**config.mk**
```make
export PLATFORM = sky130hd
export DESIGN_NAME = alarm_timekeeper
export DESIGN_NICKNAME = d
export VERILOG_FILES = /design/src/rtl/alarm_pkg.sv /design/src/rtl/wrap_counter.sv /design/src/rtl/alarm_timekeeper.sv
export SDC_FILE = /design/constraint.sdc
export NUM_CORES = 1
export LEC_CHECK = 0
export BUFFER_PORTS_ARGS = -buffer_cell sky130_fd_sc_hd__buf_4
export CAP_MARGIN = 0
export CORE_MARGIN = 2
export CORE_UTILIZATION = 55
export CTS_BUF_LIST = sky130_fd_sc_hd__clkbuf_4
export DETAILED_ROUTE_END_ITERATION = 8
export GPL_ROUTABILITY_DRIVEN = 0
export HOLD_SLACK_MARGIN = 0.12
export PLACE_DENSITY_LB_ADDON = 0.25
export SYNTH_ARGS = -nofsm -noshare
export SYNTH_HDL_FRONTEND = slang
export SYNTH_SLANG_ARGS = --single-unit
```
**constraint.sdc**
```tcl
create_clock -name clk -period 4.2 [get_ports clk]
set_clock_uncertainty 0.05 [all_clocks]
set_input_delay 0 -clock clk [delete_from_list [all_inputs] [get_ports clk]]
set_output_delay 0 -clock clk [all_outputs]
set_load 0.02 [all_outputs]
```
**src/rtl/alarm_pkg.sv**
```systemverilog
`default_nettype none
// ============================================================================
// Module      : alarm_pkg
// Description : Shared field widths, range limits and FSM state encoding for
//               the alarm timekeeper.
// Revision    : 1.0 - initial release
// ============================================================================
package alarm_pkg;

    localparam int HR_W  = 5;
    localparam int MIN_W = 6;
    localparam int SEC_W = 6;

    localparam logic [HR_W-1:0]  HR_MAX  = 5'd23;
    localparam logic [MIN_W-1:0] MIN_MAX = 6'd59;
    localparam logic [SEC_W-1:0] SEC_MAX = 6'd59;

    typedef enum logic [1:0] {
        ST_IDLE    = 2'd0,
        ST_RINGING = 2'd1,
        ST_SNOOZED = 2'd2
    } alarm_state_t;

endpackage
`default_nettype wire

```
**src/rtl/wrap_counter.sv**
```systemverilog
`default_nettype none
// ============================================================================
// Module      : wrap_counter
// Description : Modulo (MAX+1) up-counter with synchronous clear; wrap flags
//               the increment that takes q from MAX back to zero.
// Revision    : 1.0 - initial release
// ============================================================================
module wrap_counter #(
    parameter int          W   = 6,
    parameter int unsigned MAX = 59
) (
    input  logic         clk,
    input  logic         rst,
    input  logic         inc,
    input  logic         clr,
    output logic [W-1:0] q,
    output logic         wrap
);

    localparam logic [W-1:0] c_max = W'(MAX);

    logic [W-1:0] r_q;

    always_ff @(posedge clk) begin
        if (rst) begin
            r_q <= '0;
        end else if (clr) begin
            r_q <= '0;
        end else if (inc) begin
            r_q <= (r_q == c_max) ? '0 : r_q + W'(1);
        end
    end

    assign wrap = inc & (r_q == c_max);
    assign q    = r_q;

endmodule
`default_nettype wire

```
**src/rtl/alarm_timekeeper.sv**
```systemverilog
`default_nettype none
// ============================================================================
// Module      : alarm_timekeeper
// Description : hh:mm:ss clock driven by the divider square wave, with a
//               programmable hh:mm alarm and an IDLE/RINGING/SNOOZED ringer.
// Revision    : 1.0 - initial release
// ============================================================================
module alarm_timekeeper
    import alarm_pkg::*;
#(
    parameter int RING_SECS   = 60,
    parameter int SNOOZE_MINS = 5
) (
    input  logic             clk,
    input  logic             rst,
    input  logic             tick_in,
    input  logic             set_time,
    input  logic             set_alarm,
    input  logic             inc_hour,
    input  logic             inc_min,
    input  logic             alarm_en,
    input  logic             snooze,
    input  logic             stop,
    output logic [HR_W-1:0]  hours,
    output logic [MIN_W-1:0] minutes,
    output logic [SEC_W-1:0] seconds,
    output logic [HR_W-1:0]  al_hours,
    output logic [MIN_W-1:0] al_minutes,
    output logic             sec_tick,
    output logic             ringing
);

    localparam logic [5:0]       c_ring_last = 6'(RING_SECS - 1);
    localparam logic [MIN_W:0]   c_snooze    = 7'(SNOOZE_MINS);
    localparam logic [MIN_W:0]   c_min_mod   = 7'd60;

    logic             r_tick_q;
    logic             r_sec_tick;
    alarm_state_t     r_state;
    alarm_state_t     w_state_nxt;
    logic [5:0]       r_ring_cnt;
    logic [5:0]       w_ring_cnt_nxt;
    logic [HR_W-1:0]  r_tgt_hr;
    logic [MIN_W-1:0] r_tgt_min;
    logic             w_tgt_load;

    logic             w_edge;
    logic             w_count;
    logic             w_sec_wrap;
    logic             w_min_inc;
    logic             w_min_wrap;
    logic             w_hr_inc;
    logic             w_hr_wrap;
    logic             w_unused_al_min_wrap;
    logic             w_unused_al_hr_wrap;
    logic [HR_W-1:0]  w_next_hr;
    logic [MIN_W-1:0] w_next_min;
    logic             w_alarm_hit;
    logic             w_snooze_hit;
    logic [MIN_W:0]   w_snz_sum;
    logic             w_snz_carry;
    logic [MIN_W-1:0] w_snz_min;
    logic [HR_W-1:0]  w_snz_hr;

    assign w_edge  = tick_in & ~r_tick_q;
    assign w_count = w_edge & ~set_time;

    // Carries only ripple while counting; in set mode each field is independent.
    assign w_min_inc = w_sec_wrap | (set_time & inc_min);
    assign w_hr_inc  = (w_sec_wrap & w_min_wrap) | (set_time & inc_hour);

    wrap_counter #(.W(SEC_W), .MAX(SEC_MAX)) u_sec (
        .clk  (clk),
        .rst  (rst),
        .inc  (w_count),
        .clr  (set_time),
        .q    (seconds),
        .wrap (w_sec_wrap)
    );

    wrap_counter #(.W(MIN_W), .MAX(MIN_MAX)) u_min (
        .clk  (clk),
        .rst  (rst),
        .inc  (w_min_inc),
        .clr  (1'b0),
        .q    (minutes),
        .wrap (w_min_wrap)
    );

    wrap_counter #(.W(HR_W), .MAX(HR_MAX)) u_hr (
        .clk  (clk),
        .rst  (rst),
        .inc  (w_hr_inc),
        .clr  (1'b0),
        .q    (hours),
        .wrap (w_hr_wrap)
    );

    wrap_counter #(.W(MIN_W), .MAX(MIN_MAX)) u_al_min (
        .clk  (clk),
        .rst  (rst),
        .inc  (~set_time & set_alarm & inc_min),
        .clr  (1'b0),
        .q    (al_minutes),
        .wrap (w_unused_al_min_wrap)
    );

    wrap_counter #(.W(HR_W), .MAX(HR_MAX)) u_al_hr (
        .clk  (clk),
        .rst  (rst),
        .inc  (~set_time & set_alarm & inc_hour),
        .clr  (1'b0),
        .q    (al_hours),
        .wrap (w_unused_al_hr_wrap)
    );

    // hh:mm that the counters will hold after a :59 -> :00 rollover.
    assign w_next_min = w_min_wrap ? '0 : minutes + MIN_W'(1);
    assign w_next_hr  = w_min_wrap ? (w_hr_wrap ? '0 : hours + HR_W'(1)) : hours;

    assign w_alarm_hit  = w_sec_wrap & (w_next_hr == al_hours) & (w_next_min == al_minutes);
    assign w_snooze_hit = w_sec_wrap & (w_next_hr == r_tgt_hr) & (w_next_min == r_tgt_min);

    assign w_snz_sum   = {1'b0, minutes} + c_snooze;
    assign w_snz_carry = (w_snz_sum >= c_min_mod);
    assign w_snz_min   = w_snz_carry ? MIN_W'(w_snz_sum - c_min_mod) : w_snz_sum[MIN_W-1:0];
    assign w_snz_hr    = w_snz_carry ? ((hours == HR_MAX) ? '0 : hours + HR_W'(1)) : hours;

    always_comb begin
        w_state_nxt    = r_state;
        w_ring_cnt_nxt = r_ring_cnt;
        w_tgt_load     = 1'b0;
        case (r_state)
            ST_IDLE: begin
                if (alarm_en && w_alarm_hit) begin
                    w_state_nxt    = ST_RINGING;
                    w_ring_cnt_nxt = '0;
                end
            end
            ST_RINGING: begin
                if (!alarm_en || stop) begin
                    w_state_nxt = ST_IDLE;
                end else if (snooze) begin
                    w_state_nxt = ST_SNOOZED;
                    w_tgt_load  = 1'b1;
                end else if (w_edge) begin
                    if (r_ring_cnt == c_ring_last) begin
                        w_state_nxt = ST_IDLE;
                    end else begin
                        w_ring_cnt_nxt = r_ring_cnt + 6'd1;
                    end
                end
            end
            ST_SNOOZED: begin
                if (!alarm_en || stop) begin
                    w_state_nxt = ST_IDLE;
                end else if (w_snooze_hit) begin
                    w_state_nxt    = ST_RINGING;
                    w_ring_cnt_nxt = '0;
                end
            end
            default: begin
                w_state_nxt = ST_IDLE;
            end
        endcase
    end

    always_ff @(posedge clk) begin
        if (rst) begin
            r_tick_q   <= 1'b0;
            r_sec_tick <= 1'b0;
            r_state    <= ST_IDLE;
            r_ring_cnt <= '0;
            r_tgt_hr   <= '0;
            r_tgt_min  <= '0;
        end else begin
            r_tick_q   <= tick_in;
            r_sec_tick <= w_count;
            r_state    <= w_state_nxt;
            r_ring_cnt <= w_ring_cnt_nxt;
            if (w_tgt_load) begin
                r_tgt_hr  <= w_snz_hr;
                r_tgt_min <= w_snz_min;
            end
        end
    end

    assign sec_tick = r_sec_tick;
    assign ringing  = (r_state == ST_RINGING);

endmodule
`default_nettype wire

```
Word level (Yosys, flattened, before mapping)
Cells that the tools add are included.
{"block": "classes", "reduce_logical": 8, "n_bitwise": 19, "addsub": 8, "n_eq_ne": 22, "mux": 29, "n_lt_le_gt_ge": 1}
{"operator": "6-bit 2-to-1 mux", "n": 12}
{"operator": "5-bit 2-to-1 mux", "n": 5}
{"operator": "6-bit by 1-bit adder with 6-bit output (second input constant)", "n": 4}
{"operator": "6-bit equality test (second input constant)", "n": 4}
{"operator": "6-bit one-hot mux with 3 select lines", "n": 1}
{"operator": "1-bit bitwise AND", "n": 15}
{"operator": "2-bit 2-to-1 mux", "n": 7}
{"operator": "6-bit equality test", "n": 2}
{"operator": "2-bit != test (second input constant)", "n": 6}
{"operator": "5-bit by 1-bit adder with 5-bit output (second input constant)", "n": 2}
{"operator": "5-bit equality test", "n": 2}
{"operator": "5-bit equality test (second input constant)", "n": 2}
{"operator": "4-bit by 2-bit != test with 1-bit output (second input constant)", "n": 2}
{"operator": "8-bit AND reduction", "n": 1}
{"operator": "6-bit by 3-bit adder with 7-bit output (second input constant)", "n": 1}
{"operator": "7-bit by 6-bit greater-or-equal comparator with 1-bit output (second input constant)", "n": 1}
{"operator": "2-bit one-hot mux with 3 select lines", "n": 1}
{"operator": "6-bit subtractor (second input constant)", "n": 1}
{"operator": "4-bit AND reduction", "n": 1}
{"operator": "1-bit 2-to-1 mux", "n": 3}
{"operator": "3-bit != test (second input constant)", "n": 1}
{"operator": "3-bit nonzero test", "n": 1}
{"operator": "2-bit by 1-bit equality test with 1-bit output (second input constant)", "n": 1}
{"operator": "2-bit equality test (second input constant)", "n": 1}
{"operator": "8 further kinds", "n": 10}
{"block": "totals", "register_bits": 49, "out_inout_bits": 30, "in_bits": 10, "wordCells": 98}

Logic depth before layout (Yosys ltp)
Gate-level depths: netlist of run 1.
{"block": "logic_depth", "depth_word": 17, "depth_mapped": 11, "mapped_depth_nobuf": 10}

By module
From an unflattened synthesis of run 1, not the netlist that was laid out.
{"block": "unflattened", "cells_unflattened": 381, "area_unflattened_um2": 3173.0}
{"module": "alarm_timekeeper", "area_per_inst_um2": 1881.8, "cells_each": 246, "n_inst": 1, "seq_area_each_um2": 420.4}
{"module": "wrap_counter at u_al_min ...", "area_per_inst_um2": 280.3, "cells_each": 29, "n_inst": 3, "seq_area_each_um2": 120.1}
{"module": "wrap_counter at u_al_hr ...", "area_per_inst_um2": 225.2, "cells_each": 24, "n_inst": 2, "seq_area_each_um2": 100.1}

Worst setup path after synthesis of run 1
OpenSTA, ideal clock, no wires.
{"block": "synth_timing", "path_kind": "reg2reg", "startpoint": "reg u_hr.r_q[1] (netlist: u_hr.q[1])", "endpoint": "reg r_ring_cnt[1]", "arrival_ps": 2575, "stages_incl_launch_ff": 12, "required_ps": 4015, "setup_slack_ps": 1441, "cell_sequence": "dfxtp_1 > ha_1 > and2_1 > buf_4 > nor3b_4 > nand2_2 > a221o_1 > a221oi_1 > nand4_1 > o32a_2 > nand2_2 > o32ai_2"}
{"block": "synth_via", "elab_chain_len": 10, "word_cells_on_any_way": 15}
{"element": "from (decl)", "line_no": "wrap_counter.sv:22", "rtl": "logic [W-1:0] r_q;"}
{"element": "from (signal assigned)", "line_no": "wrap_counter.sv:30", "rtl": "r_q <= (r_q == c_max) ? '0 : r_q + W'(1);"}
{"element": "parallel branches: the longest is 3 deep, another holds 5-bit by 1-bit adder with 5-bit output"}
{"element": "5-bit 2-to-1 mux *", "line_no": "alarm_timekeeper.sv:119", "rtl": "assign w_next_hr = w_min_wrap ? (w_hr_wrap ? '0 : hours + HR_W'(1)) : hours;"}
{"element": "5-bit equality test", "line_no": "alarm_timekeeper.sv:121", "rtl": "assign w_alarm_hit = w_sec_wrap & (w_next_hr == al_hours) & (w_next_min == al_minutes);"}
{"element": "1-bit bitwise AND (2 in series)", "line_no": "alarm_timekeeper.sv:121"}
{"element": "1-bit logical AND", "line_no": "alarm_timekeeper.sv:135", "rtl": "if (alarm_en && w_alarm_hit) begin"}
{"element": "2-bit != test (no line)"}
{"element": "8-bit AND reduction (no line) *"}
{"element": "to (signal assigned)", "line_no": "alarm_timekeeper.sv:180", "rtl": "r_ring_cnt <= w_ring_cnt_nxt;"}
{"element": "to (decl)", "line_no": "alarm_timekeeper.sv:41", "rtl": "logic [5:0] r_ring_cnt;"}
Mark *: on every way between the ends.
A chain may end at the register's enable or synchronous reset.

Final worst setup path of run 1
{"block": "layout_timing", "startpoint": "reg u_min.r_q[0] (netlist: u_min.q[0])", "endpoint": "reg r_ring_cnt[2]"}
{"block": "layout_via", "elab_chain_len": 13, "word_cells_on_any_way": 21}
{"element": "from (decl)", "line_no": "wrap_counter.sv:22"}
{"element": "from (signal assigned)", "line_no": "wrap_counter.sv:30"}
{"element": "6-bit equality test", "line_no": "wrap_counter.sv:34", "rtl": "assign wrap = inc & (r_q == c_max);"}
{"element": "1-bit bitwise AND", "line_no": "wrap_counter.sv:34"}
{"element": "1-bit bitwise AND", "line_no": "alarm_timekeeper.sv:70", "rtl": "assign w_hr_inc = (w_sec_wrap & w_min_wrap) | (set_time & inc_hour);"}
{"element": "1-bit OR", "line_no": "alarm_timekeeper.sv:70"}
{"element": "1-bit bitwise AND", "line_no": "wrap_counter.sv:34"}
{"element": "5-bit 2-to-1 mux (2 in series)", "line_no": "alarm_timekeeper.sv:119"}
{"element": "5-bit equality test", "line_no": "alarm_timekeeper.sv:121"}
{"element": "1-bit bitwise AND (2 in series)", "line_no": "alarm_timekeeper.sv:121"}
{"element": "1-bit logical AND", "line_no": "alarm_timekeeper.sv:135"}
{"element": "2-bit != test (no line)"}
{"element": "8-bit AND reduction (no line) *"}
Every way passes the cells marked *; elsewhere a longest branch is shown, timed or not.

==> report_table.html, run 1 <==
<table>
<tr><th>Metric</th><th>Value</th></tr>
<tr><th colspan="2">Cells and area</th></tr>
<tr><td>Share of cells above drive strength 1</td><td>15.46%</td></tr>
<tr><td>Final instance count without filler cells</td><td>486</td></tr>
<tr><td>Synthesis-to-finish area growth</td><td>13.21%</td></tr>
<tr><td>Final cell utilization of the core</td><td>64.46%</td></tr>
<tr><td>Final net count</td><td>431</td></tr>
<tr><td># diodes</td><td>0</td></tr>
<tr><td>Commonest non-fill, non-tap cell in the layout</td><td>sky130_fd_sc_hd__dfxtp_1</td></tr>
<tr><td>Leading cell types in the layout, fill and taps excluded</td><td>sky130_fd_sc_hd__dfxtp_1, sky130_fd_sc_hd__nor2_1, sky130_fd_sc_hd__buf_4</td></tr>
<tr><th colspan="2">Logic synthesis</th></tr>
<tr><td>Post-Synthesis Cells</td><td>384</td></tr>
<tr><td>Combinational family with the most area after synthesis</td><td>simple AND/OR/NAND/NOR gates</td></tr>
<tr><td>Synth unique cells</td><td>65</td></tr>
<tr><td>Cell type with the largest total area after synthesis</td><td>sky130_fd_sc_hd__dfxtp_1</td></tr>
<tr><td>Adder-Cell Fraction of Synth Area</td><td>3.192%</td></tr>
<tr><td>Share of the synthesized area in the top cell type</td><td>31.28%</td></tr>
<tr><td>Multiplexer area fraction after synthesis</td><td>4.150%</td></tr>
<tr><td>Post-synthesis sequential area ratio</td><td>31.28%</td></tr>
<tr><td>Fraction of the mapped netlist area in compound gates</td><td>17.16%</td></tr>
<tr><td>Number of enable-type register cells in the synthesized netlist</td><td>0</td></tr>
<tr><td>Syn avg cell area</td><td>8.165 um2</td></tr>
<tr><td>Net count after synthesis</td><td>402</td></tr>
<tr><td>Synth Area in XOR/XNOR</td><td>10.02%</td></tr>
<tr><td>Largest cells by area after synthesis</td><td>sky130_fd_sc_hd__dfxtp_1, sky130_fd_sc_hd__nor2_1, sky130_fd_sc_hd__xor2_1, sky130_fd_sc_hd__a21oi_1, sky130_fd_sc_hd__xnor2_1</td></tr>
<tr><td>FFs w/ async S/R, synth</td><td>0%</td></tr>
<tr><td>Yosys synthesis warning count</td><td>0</td></tr>
<tr><td>Seq cells post-synth</td><td>49</td></tr>
<tr><td>Most used DFF post-synth</td><td>sky130_fd_sc_hd__dfxtp_1</td></tr>
<tr><td>Area share of and/or/nand/nor cells after synthesis</td><td>29.65%</td></tr>
<tr><td>Cell area after technology mapping</td><td>0.003136 mm2</td></tr>
<tr><th colspan="2">STA</th></tr>
<tr><td>Setup Viol. Count Final</td><td>0</td></tr>
<tr><td>Rel. slew slack</td><td>63.44%</td></tr>
<tr><td>Worst slew pin tran</td><td>548.3 ps</td></tr>
<tr><td>Final Slew Violations</td><td>0</td></tr>
<tr><td>Hold Fails Final Rpt</td><td>0</td></tr>
<tr><td>Setup TNS</td><td>0 ps</td></tr>
<tr><td>Unrepaired setup endpoints after global routing</td><td>no</td></tr>
<tr><td>Portion of the clock cycle consumed by the worst path in the final layout</td><td>74.37%</td></tr>
<tr><td>Fmax</td><td>320.1 MHz</td></tr>
<tr><td>Post-route minimum period</td><td>3124 ps</td></tr>
<tr><th colspan="2">Clock network</th></tr>
<tr><td>Post-CTS clock slew at the launch and capture registers of the worst setup and hold paths</td><td>150 ps</td></tr>
<tr><td>Root buffer selected by CTS</td><td>sky130_fd_sc_hd__clkbuf_4</td></tr>
<tr><td>Cts bufs inserted</td><td>5</td></tr>
<tr><td>Buffers from clock root to sink, at most</td><td>2</td></tr>
<tr><td>Number of setup buffers added after CTS</td><td>0</td></tr>
<tr><td>Insertion delay of the later-clocked pin in the worst-skew pair</td><td>370 ps</td></tr>
<tr><td>H-tree lvl count</td><td>2</td></tr>
<tr><td>Clock tree from TritonCTS</td><td>built</td></tr>
<tr><td>Sinks on the clock net</td><td>49</td></tr>
<tr><th colspan="2">Critical path</th></tr>
<tr><td>Kind of cell adding the most delay to the critical path</td><td>simple AND/OR/NAND/NOR gates</td></tr>
<tr><td>Worst endpoint data arrival time</td><td>3340 ps</td></tr>
<tr><td>Largest driver fanout on the critical path</td><td>12</td></tr>
<tr><td>Number of buffer and inverter instances along the worst setup path</td><td>0</td></tr>
<tr><td>Max stage delay on crit path</td><td>590 ps</td></tr>
<tr><td>Worst-case register-to-register setup slack</td><td>1080 ps</td></tr>
<tr><td>Critical path class</td><td>flip-flop to flip-flop</td></tr>
<tr><td>Slowest stage cell, crit path</td><td>sky130_fd_sc_hd__dfxtp_1</td></tr>
<tr><td>Data required time at the worst endpoint</td><td>4410 ps</td></tr>
<tr><td>Logic depth of the worst register-to-register path</td><td>9</td></tr>
<tr><td>Endpoint of the worst register-to-register path</td><td>r_ring_cnt[2]</td></tr>
<tr><td>Reg-to-Reg Start</td><td>u_min.q[0]</td></tr>
<tr><td>Crit-path cells</td><td>ha_1, nand2_1, nor2_2, mux2i_1, xor2_1, nand4_2, o32a_2, nand3_1, a31oi_1</td></tr>
<tr><td>Sort of element at the end of the critical path</td><td>flip-flop</td></tr>
<tr><td>Critical path startpoint category</td><td>flip-flop</td></tr>
<tr><th colspan="2">Drt</th></tr>
<tr><td>Total via count in the routed design</td><td>2894</td></tr>
<tr><td>Post-route DRC violation count</td><td>0</td></tr>
<tr><td>Via count normalized by instance count</td><td>5.955</td></tr>
<tr><td>DRT antenna net count</td><td>0</td></tr>
<tr><td>Drt first-iter violations</td><td>157</td></tr>
<tr><td>Drt pass-1 iters</td><td>5</td></tr>
<tr><td>Wirelength, routed</td><td>7528 um</td></tr>
<tr><td>Average wire per cell in the routed design</td><td>15.49 um</td></tr>
<tr><th colspan="2">GRT</th></tr>
<tr><td>Maximum number of pins on one net before global-route repair</td><td>46</td></tr>
<tr><td>Global-route wire length before repair</td><td>12650 um</td></tr>
<tr><td>Total grt overflow</td><td>0</td></tr>
<tr><td>Antenna violations before repair</td><td>0</td></tr>
<tr><td>Total global routing track utilization</td><td>25.17%</td></tr>
<tr><td>Vias in the first global route</td><td>2648</td></tr>
<tr><th colspan="2">Floorplanning</th></tr>
<tr><td>Die outline area</td><td>0.006321 mm2</td></tr>
<tr><td>Number of standard-cell rows in the floorplan</td><td>27</td></tr>
<tr><td>Die span in x</td><td>79.51 um</td></tr>
<tr><td>Starting Density</td><td>56.94%</td></tr>
<tr><td>Die Height</td><td>79.51 um</td></tr>
<tr><td>Boundary pin count</td><td>40</td></tr>
<tr><td>Standard cell core area</td><td>0.005507 mm2</td></tr>
<tr><th colspan="2">Placement</th></tr>
<tr><td>Placed instance count</td><td>470</td></tr>
<tr><td>Final HPWL from detailed placement</td><td>5507 um</td></tr>
<tr><td>Count of buffers from port buffering</td><td>39</td></tr>
<tr><th colspan="2">Hold path</th></tr>
<tr><td>HP Start</td><td>inc_min</td></tr>
<tr><td>Hold path depth</td><td>4</td></tr>
<tr><td>Path class of the lowest-slack min-delay path</td><td>input port to flip-flop</td></tr>
<tr><td>WHS Endpoint</td><td>u_al_min.q[0]</td></tr>
<tr><th colspan="2">Pwr</th></tr>
<tr><td>Pwr Density</td><td>235.5 mW/mm2</td></tr>
<tr><td>Peak ir drop on the vdd network</td><td>150.5 uV</td></tr>
<tr><td>Leak</td><td>0.001297 uW</td></tr>
<tr><th colspan="2">Run</th></tr>
<tr><td>Reported max-cap violation count</td><td>0</td></tr>
<tr><th colspan="2">Status</th></tr>
<tr><td>Status</td><td>complete, no violations</td></tr>
</table>
==> cells by family (layout without fill, tap and decap cells) <==
family / Yosys count / count (layout)
AOI/OAI and AO/OA: 82 / 82
xor gates and xnor gates: 35 / 35
adders and majority gates: 8 / 8
muxes: 13 / 13
and+or+nand+nor: 168 / 168
buffers and inverters: 29 / 59
DFF: 49 / 49
==> where the power goes <==
group | switching (uW) | total [uW] | internal [uW]
combinational | 44.2 | 80.0 | 35.8
clock | 153 | 276 | 123
sequential | 10.0 | 480 | 470
total | 207 | 836 | 629
==> worst min-delay path, stage by stage <==
cell	delay (ps)
sky130_fd_sc_hd__buf_4	90
sky130_fd_sc_hd__and3b_1	270
sky130_fd_sc_hd__xnor2_1	100
sky130_fd_sc_hd__nor2_1	70
==> Yosys cell counts, types with 3 or more instances <==
| cell | n |
|---|---|
| sky130_fd_sc_hd__nand4_1 | 8 |
| sky130_fd_sc_hd__o21ai_1 | 6 |
| sky130_fd_sc_hd__nand4b_1 | 3 |
| sky130_fd_sc_hd__and3_1 | 6 |
| sky130_fd_sc_hd__o21ai_0 | 7 |
| sky130_fd_sc_hd__clkbuf_1 | 11 |
| sky130_fd_sc_hd__and3b_1 | 3 |
| sky130_fd_sc_hd__buf_1 | 3 |
| sky130_fd_sc_hd__a31oi_1 | 8 |
| sky130_fd_sc_hd__ha_1 | 8 |
| sky130_fd_sc_hd__nor3_1 | 8 |
| sky130_fd_sc_hd__nor2b_1 | 7 |
| sky130_fd_sc_hd__nand3b_1 | 4 |
| sky130_fd_sc_hd__a21oi_1 | 29 |
| sky130_fd_sc_hd__a311oi_1 | 4 |
| sky130_fd_sc_hd__xnor2_1 | 16 |
| sky130_fd_sc_hd__o211ai_1 | 3 |
| sky130_fd_sc_hd__nand2_1 | 37 |
| sky130_fd_sc_hd__dfxtp_1 | 49 |
| sky130_fd_sc_hd__nand3_1 | 16 |
| sky130_fd_sc_hd__mux2i_1 | 13 |
| sky130_fd_sc_hd__buf_4 | 3 |
| sky130_fd_sc_hd__inv_1 | 4 |
| sky130_fd_sc_hd__nor4_1 | 3 |
| sky130_fd_sc_hd__a211oi_1 | 5 |
| sky130_fd_sc_hd__xor2_1 | 18 |
| sky130_fd_sc_hd__or3_1 | 5 |
| sky130_fd_sc_hd__nand2b_1 | 4 |
| sky130_fd_sc_hd__buf_2 | 6 |
| sky130_fd_sc_hd__nor3b_1 | 3 |
| sky130_fd_sc_hd__nor2_1 | 42 |
==> flip-flops by register name, summed over array words and instances (netlist names) <==
name,cells
u_al_min.q,6
u_al_hr.q,5
u_sec.q,6
r_state,2
u_min.q,6
u_hr.q,5
r_tgt_min,6
r_tgt_hr,5
sec_tick,1
r_ring_cnt,6
r_tick_q,1
==> how the worst max path moves through the flow <==
stage	start	slack, ps	endpoint	cells past startpoint
floorplan	u_hr.q[1]	1440	r_ring_cnt[1]	11
global placement	u_min.q[0]	1240	r_ring_cnt[1]	9
detailed placement	u_min.q[0]	1090	r_ring_cnt[2]	9
CTS	u_min.q[0]	1070	r_ring_cnt[2]	9
global route	u_hr.q[0]	800	r_ring_cnt[2]	10
finish	u_min.q[0]	1080	r_ring_cnt[2]	9
==> final cells by class <==
cell class              count  area, um2
clock buffers               5      37.54
multi-input cells         306       2012
clock inverters             3      41.29
flip-flops and latches     49      980.9
inverters                   4      15.01
repair buffers             47      372.9
well taps                  72      90.09
fillers                   500       1957
==> metrics by stage <==
stage | total power, uW | setup WS (ps) | hold WS, ps | cell area (um2)
2_1_floorplan | 541.7 | 1441 | 78.18 | 3136
3_3_place_gp | 564.0 | 1236 | 192.5 | 3391
3_5_place_dp | 564.9 | 1086 | 201.7 | 3391
4_1_cts | 840.1 | 1074 | 133.6 | 3550
5_1_grt | 869.7 | 797.8 | 133.8 | 3550
6_report | 835.9 | 1076 | 128.1 | 3550
==> layer usage <==
layer	GRT usage (%)	vias to the layer above	routed length, um
li1	-	1454	-
met1	33.36	1336	3347
met2	41.09	93	3568
met3	5.090	11	505
met4	7.759	0	107
met5	0	-	0
==> timing repair <==
action / 4_1_cts / 5_1_grt
endpoints found under the hold margin: 42 / 0
hold buffers: 8 / 0
resized for setup: 0 / 0
Note: power is estimated with default switching activity, not from simulation.
==> run 2, diff against run 1 <==
- ABC_AREA: not set -> 1
- clock period: 4.2 -> 2.9 ns (I/O delays scaled with it)
==> run 2 against run 1 <==
- synthesized cell count increased by 23%
- routed wire length increased by 1.8%
- flip-flop and latch count unchanged
- first-iteration DRC count increased by 41%
- critical path type unchanged
==> report_table.html, run 2 <==
<table>
<tr><th>Metric</th><th>Value</th></tr>
<tr><th colspan="2">Status</th></tr>
<tr><td>Status</td><td>complete, no violations</td></tr>
<tr><th colspan="2">Logic synthesis</th></tr>
<tr><td>Post-Synthesis Cells</td><td>473</td></tr>
<tr><td>Cell area after technology mapping</td><td>0.003065 mm2</td></tr>
<tr><td>Post-synthesis sequential area ratio</td><td>32.00%</td></tr>
<tr><td>Yosys synthesis warning count</td><td>0</td></tr>
<tr><td>Top cells by count, synth</td><td>sky130_fd_sc_hd__nand2_1, sky130_fd_sc_hd__nor2_1, sky130_fd_sc_hd__inv_1</td></tr>
<tr><td>Number of enable-type register cells in the synthesized netlist</td><td>0</td></tr>
<tr><td>Dominant cell by count in the synthesized netlist</td><td>sky130_fd_sc_hd__nand2_1</td></tr>
<tr><td>Cell type with the largest total area after synthesis</td><td>sky130_fd_sc_hd__dfxtp_1</td></tr>
<tr><td>Synth unique cells</td><td>37</td></tr>
<tr><td>Largest cells by area after synthesis</td><td>sky130_fd_sc_hd__dfxtp_1, sky130_fd_sc_hd__nand2_1, sky130_fd_sc_hd__nand3_1, sky130_fd_sc_hd__nor2_1, sky130_fd_sc_hd__inv_1</td></tr>
<tr><td>FFs w/ async S/R, synth</td><td>0%</td></tr>
<tr><td>Share of the synthesized area in the top cell type</td><td>32.00%</td></tr>
<tr><td>Most used DFF post-synth</td><td>sky130_fd_sc_hd__dfxtp_1</td></tr>
<tr><td>Seq cells post-synth</td><td>49</td></tr>
<tr><td>Net count after synthesis</td><td>491</td></tr>
<tr><td>Syn avg cell area</td><td>6.481 um2</td></tr>
<tr><th colspan="2">GRT</th></tr>
<tr><td>Global-route wire length before repair</td><td>12950 um</td></tr>
<tr><td>Antenna violations before repair</td><td>0</td></tr>
<tr><td>Total global routing track utilization</td><td>26.14%</td></tr>
<tr><td>Vias in the first global route</td><td>2857</td></tr>
<tr><td>Maximum number of pins on one net before global-route repair</td><td>28</td></tr>
<tr><td>Total grt overflow</td><td>0</td></tr>
<tr><th colspan="2">Cells and area</th></tr>
<tr><td>Leading cell types in the layout, fill and taps excluded</td><td>sky130_fd_sc_hd__nand2_1, sky130_fd_sc_hd__nor2_1, sky130_fd_sc_hd__inv_1</td></tr>
<tr><td># diodes</td><td>0</td></tr>
<tr><td>Synthesis-to-finish area growth</td><td>17.88%</td></tr>
<tr><td>Final net count</td><td>541</td></tr>
<tr><td>Share of cells above drive strength 1</td><td>13.74%</td></tr>
<tr><td>Commonest non-fill, non-tap cell in the layout</td><td>sky130_fd_sc_hd__nand2_1</td></tr>
<tr><td>Post-Layout Inst Area</td><td>0.003613 mm2</td></tr>
<tr><th colspan="2">Pwr</th></tr>
<tr><td>Peak ir drop on the vdd network</td><td>209.2 uV</td></tr>
<tr><td>Leak</td><td>0.001562 uW</td></tr>
<tr><td>Pwr Density</td><td>352.0 mW/mm2</td></tr>
<tr><th colspan="2">STA</th></tr>
<tr><td>Post-route minimum period</td><td>2635 ps</td></tr>
<tr><td>Worst slew pin tran</td><td>651.3 ps</td></tr>
<tr><td>Unrepaired setup endpoints after global routing</td><td>no</td></tr>
<tr><td>Portion of the clock cycle consumed by the worst path in the final layout</td><td>90.85%</td></tr>
<tr><td>Setup Viol. Count Final</td><td>0</td></tr>
<tr><td>Fmax</td><td>379.5 MHz</td></tr>
<tr><td>Setup TNS</td><td>0 ps</td></tr>
<tr><td>Hold Fails Final Rpt</td><td>0</td></tr>
<tr><td>Final Slew Violations</td><td>0</td></tr>
<tr><td>Rel. slew slack</td><td>56.54%</td></tr>
<tr><th colspan="2">Critical path</th></tr>
<tr><td>Number of buffer and inverter instances along the worst setup path</td><td>0</td></tr>
<tr><td>Max stage delay on crit path</td><td>430 ps</td></tr>
<tr><td>Critical path class</td><td>flip-flop to flip-flop</td></tr>
<tr><td>Data required time at the worst endpoint</td><td>3130 ps</td></tr>
<tr><td>Sort of element at the end of the critical path</td><td>flip-flop</td></tr>
<tr><td>Kind of cell adding the most delay to the critical path</td><td>simple AND/OR/NAND/NOR gates</td></tr>
<tr><td>Crit-path cells</td><td>ha_1, nand2_1, nor2_4, nand3_2, nand2_4, nand2_2, nand2_1, nand2_1, nand2_1, nand2_1, nand3_1, nor2_1, nor2_1, nor2_4, a21oi_1, nor2_1</td></tr>
<tr><td>Critical path startpoint category</td><td>flip-flop</td></tr>
<tr><td>Slowest stage cell, crit path</td><td>sky130_fd_sc_hd__dfxtp_1</td></tr>
<tr><td>Largest driver fanout on the critical path</td><td>10</td></tr>
<tr><td>Worst endpoint data arrival time</td><td>2870 ps</td></tr>
<tr><td>Top cell by count, worst path</td><td>sky130_fd_sc_hd__nand2_1</td></tr>
<tr><th colspan="2">Floorplanning</th></tr>
<tr><td>Die outline area</td><td>0.006187 mm2</td></tr>
<tr><td>Die Height</td><td>78.66 um</td></tr>
<tr><td>Standard cell core area</td><td>0.005439 mm2</td></tr>
<tr><td>Boundary pin count</td><td>40</td></tr>
<tr><td>Starting Density</td><td>56.36%</td></tr>
<tr><td>Number of standard-cell rows in the floorplan</td><td>27</td></tr>
<tr><td>Die span in x</td><td>78.66 um</td></tr>
<tr><th colspan="2">Hold path</th></tr>
<tr><td>Path class of the lowest-slack min-delay path</td><td>input port to flip-flop</td></tr>
<tr><th colspan="2">Clock network</th></tr>
<tr><td>Clock tree from TritonCTS</td><td>built</td></tr>
<tr><td>Insertion delay of the later-clocked pin in the worst-skew pair</td><td>370 ps</td></tr>
<tr><td>Number of setup buffers added after CTS</td><td>0</td></tr>
<tr><td>Post-CTS clock slew at the launch and capture registers of the worst setup and hold paths</td><td>140 ps</td></tr>
<tr><td>Buffers from clock root to sink, at most</td><td>2</td></tr>
<tr><td>Sinks on the clock net</td><td>49</td></tr>
<tr><td>Cts bufs inserted</td><td>5</td></tr>
<tr><td>H-tree lvl count</td><td>2</td></tr>
<tr><td>Root buffer selected by CTS</td><td>sky130_fd_sc_hd__clkbuf_4</td></tr>
<tr><th colspan="2">Placement</th></tr>
<tr><td>Total cell area at the placement stage</td><td>0.003406 mm2</td></tr>
<tr><td>Final HPWL from detailed placement</td><td>5564 um</td></tr>
<tr><td>Count of buffers from port buffering</td><td>39</td></tr>
<tr><th colspan="2">Run</th></tr>
<tr><td>Reported max-cap violation count</td><td>0</td></tr>
<tr><th colspan="2">Drt</th></tr>
<tr><td>Drt pass-1 iters</td><td>5</td></tr>
<tr><td>Drt first-iter violations</td><td>221</td></tr>
<tr><td>Wirelength, routed</td><td>7665 um</td></tr>
<tr><td>Total via count in the routed design</td><td>3226</td></tr>
<tr><td>DRT antenna net count</td><td>0</td></tr>
<tr><td>Post-route DRC violation count</td><td>0</td></tr>
<tr><td>Via count normalized by instance count</td><td>5.413</td></tr>
<tr><td>Average wire per cell in the routed design</td><td>12.86 um</td></tr>
</table>
[run 2: changes by cell type after synthesis, moves of 13 or more]
cell                      change
sky130_fd_sc_hd__o21ai_0     +17
sky130_fd_sc_hd__inv_1       +49
sky130_fd_sc_hd__nand3_1     +33
sky130_fd_sc_hd__nand2_1     +79
sky130_fd_sc_hd__mux2i_1     -13
sky130_fd_sc_hd__nor2_1      +14
[run 2: worst register-to-register path, delay by kind of cell, from the launching register on]
kind | cells | cell delay [ps]
fa+ha+maj | 1 | 230
simple gates | 14 | 1660
flops | 1 | 430
compound gates | 1 | 170
[run 2: path summary, 6_finish.rpt]
path,slack (ps),start,endpoint,cells after the start
setup / recovery,270,u_min.q[1],r_ring_cnt[1],16
hold / removal,310,alarm_en,r_ring_cnt[3],7
setup reg to reg,270,u_min.q[1],r_ring_cnt[1],16
hold reg to reg,430,r_tgt_min[1],r_tgt_min[1],2
[run 2: timing repair]
item	4_1_cts	5_1_grt
hold buffers	11	0
hold endpoints to repair	36	0
endpoints found under the setup margin	0	6
gates resized for setup	0	3
[run 2: final cells by class]
cell class                      count  area [um2]
Inverter                           56       210.2
Clock inverter                      2       33.78
Tap cell                           72       90.09
Multi-Input combinational cell    357        1821
Fill cell                         495        1826
Sequential cell                    49       980.9
Timing Repair Buffer               54       432.9
Clock buffer                        6       45.04
[run 2: per-layer routing]
metal | share of wire, % | routed length (um) | up-vias | track usage, %
li1 | - | - | 1644 | -
met1 | 45 | 3423 | 1465 | 33.74
met2 | 47 | 3606 | 104 | 43.33
met3 | 6.4 | 491 | 13 | 4.943
met4 | 1.9 | 144 | 0 | 9.649
met5 | 0 | 0 | - | 0
[run 2: kinds of logic (layout without fill, tap and decap cells)]
family                   count (synthesis)  after routing  synth area share (%)
XOR/XNOR                                13             13                 3.714
AND/OR/NAND/NOR                        264            265                 38.98
buffers and inverters                   68            118                 9.224
AO/OA/AOI/OAI                           71             71                 12.82
adder cells (fa/ha/maj)                  8              8                 3.265
flip-flops                              49             49                 32.00
[run 2: stage by stage]
step	setup slack, ps	cells	hold WS, ps	total power, uW	utilization [%]
floorplan	499.9	473	113.7	806.1	-
global placement	239.9	576	214.3	859.6	62.62
detailed placement	204.5	576	227.2	861.0	62.62
CTS	185.7	595	370.4	1283	66.09
global route	8.998	596	339.3	1334	66.44
finish	265.3	596	308.7	1272	66.44
[run 2: report_power, final]
part	internal, uW	leakage [uW]	switching [uW]
logic	66.2	0.00112	94.0
registers	684	0.000397	16.1
clock network	189	0.0000433	222
total	940	0.00156	332
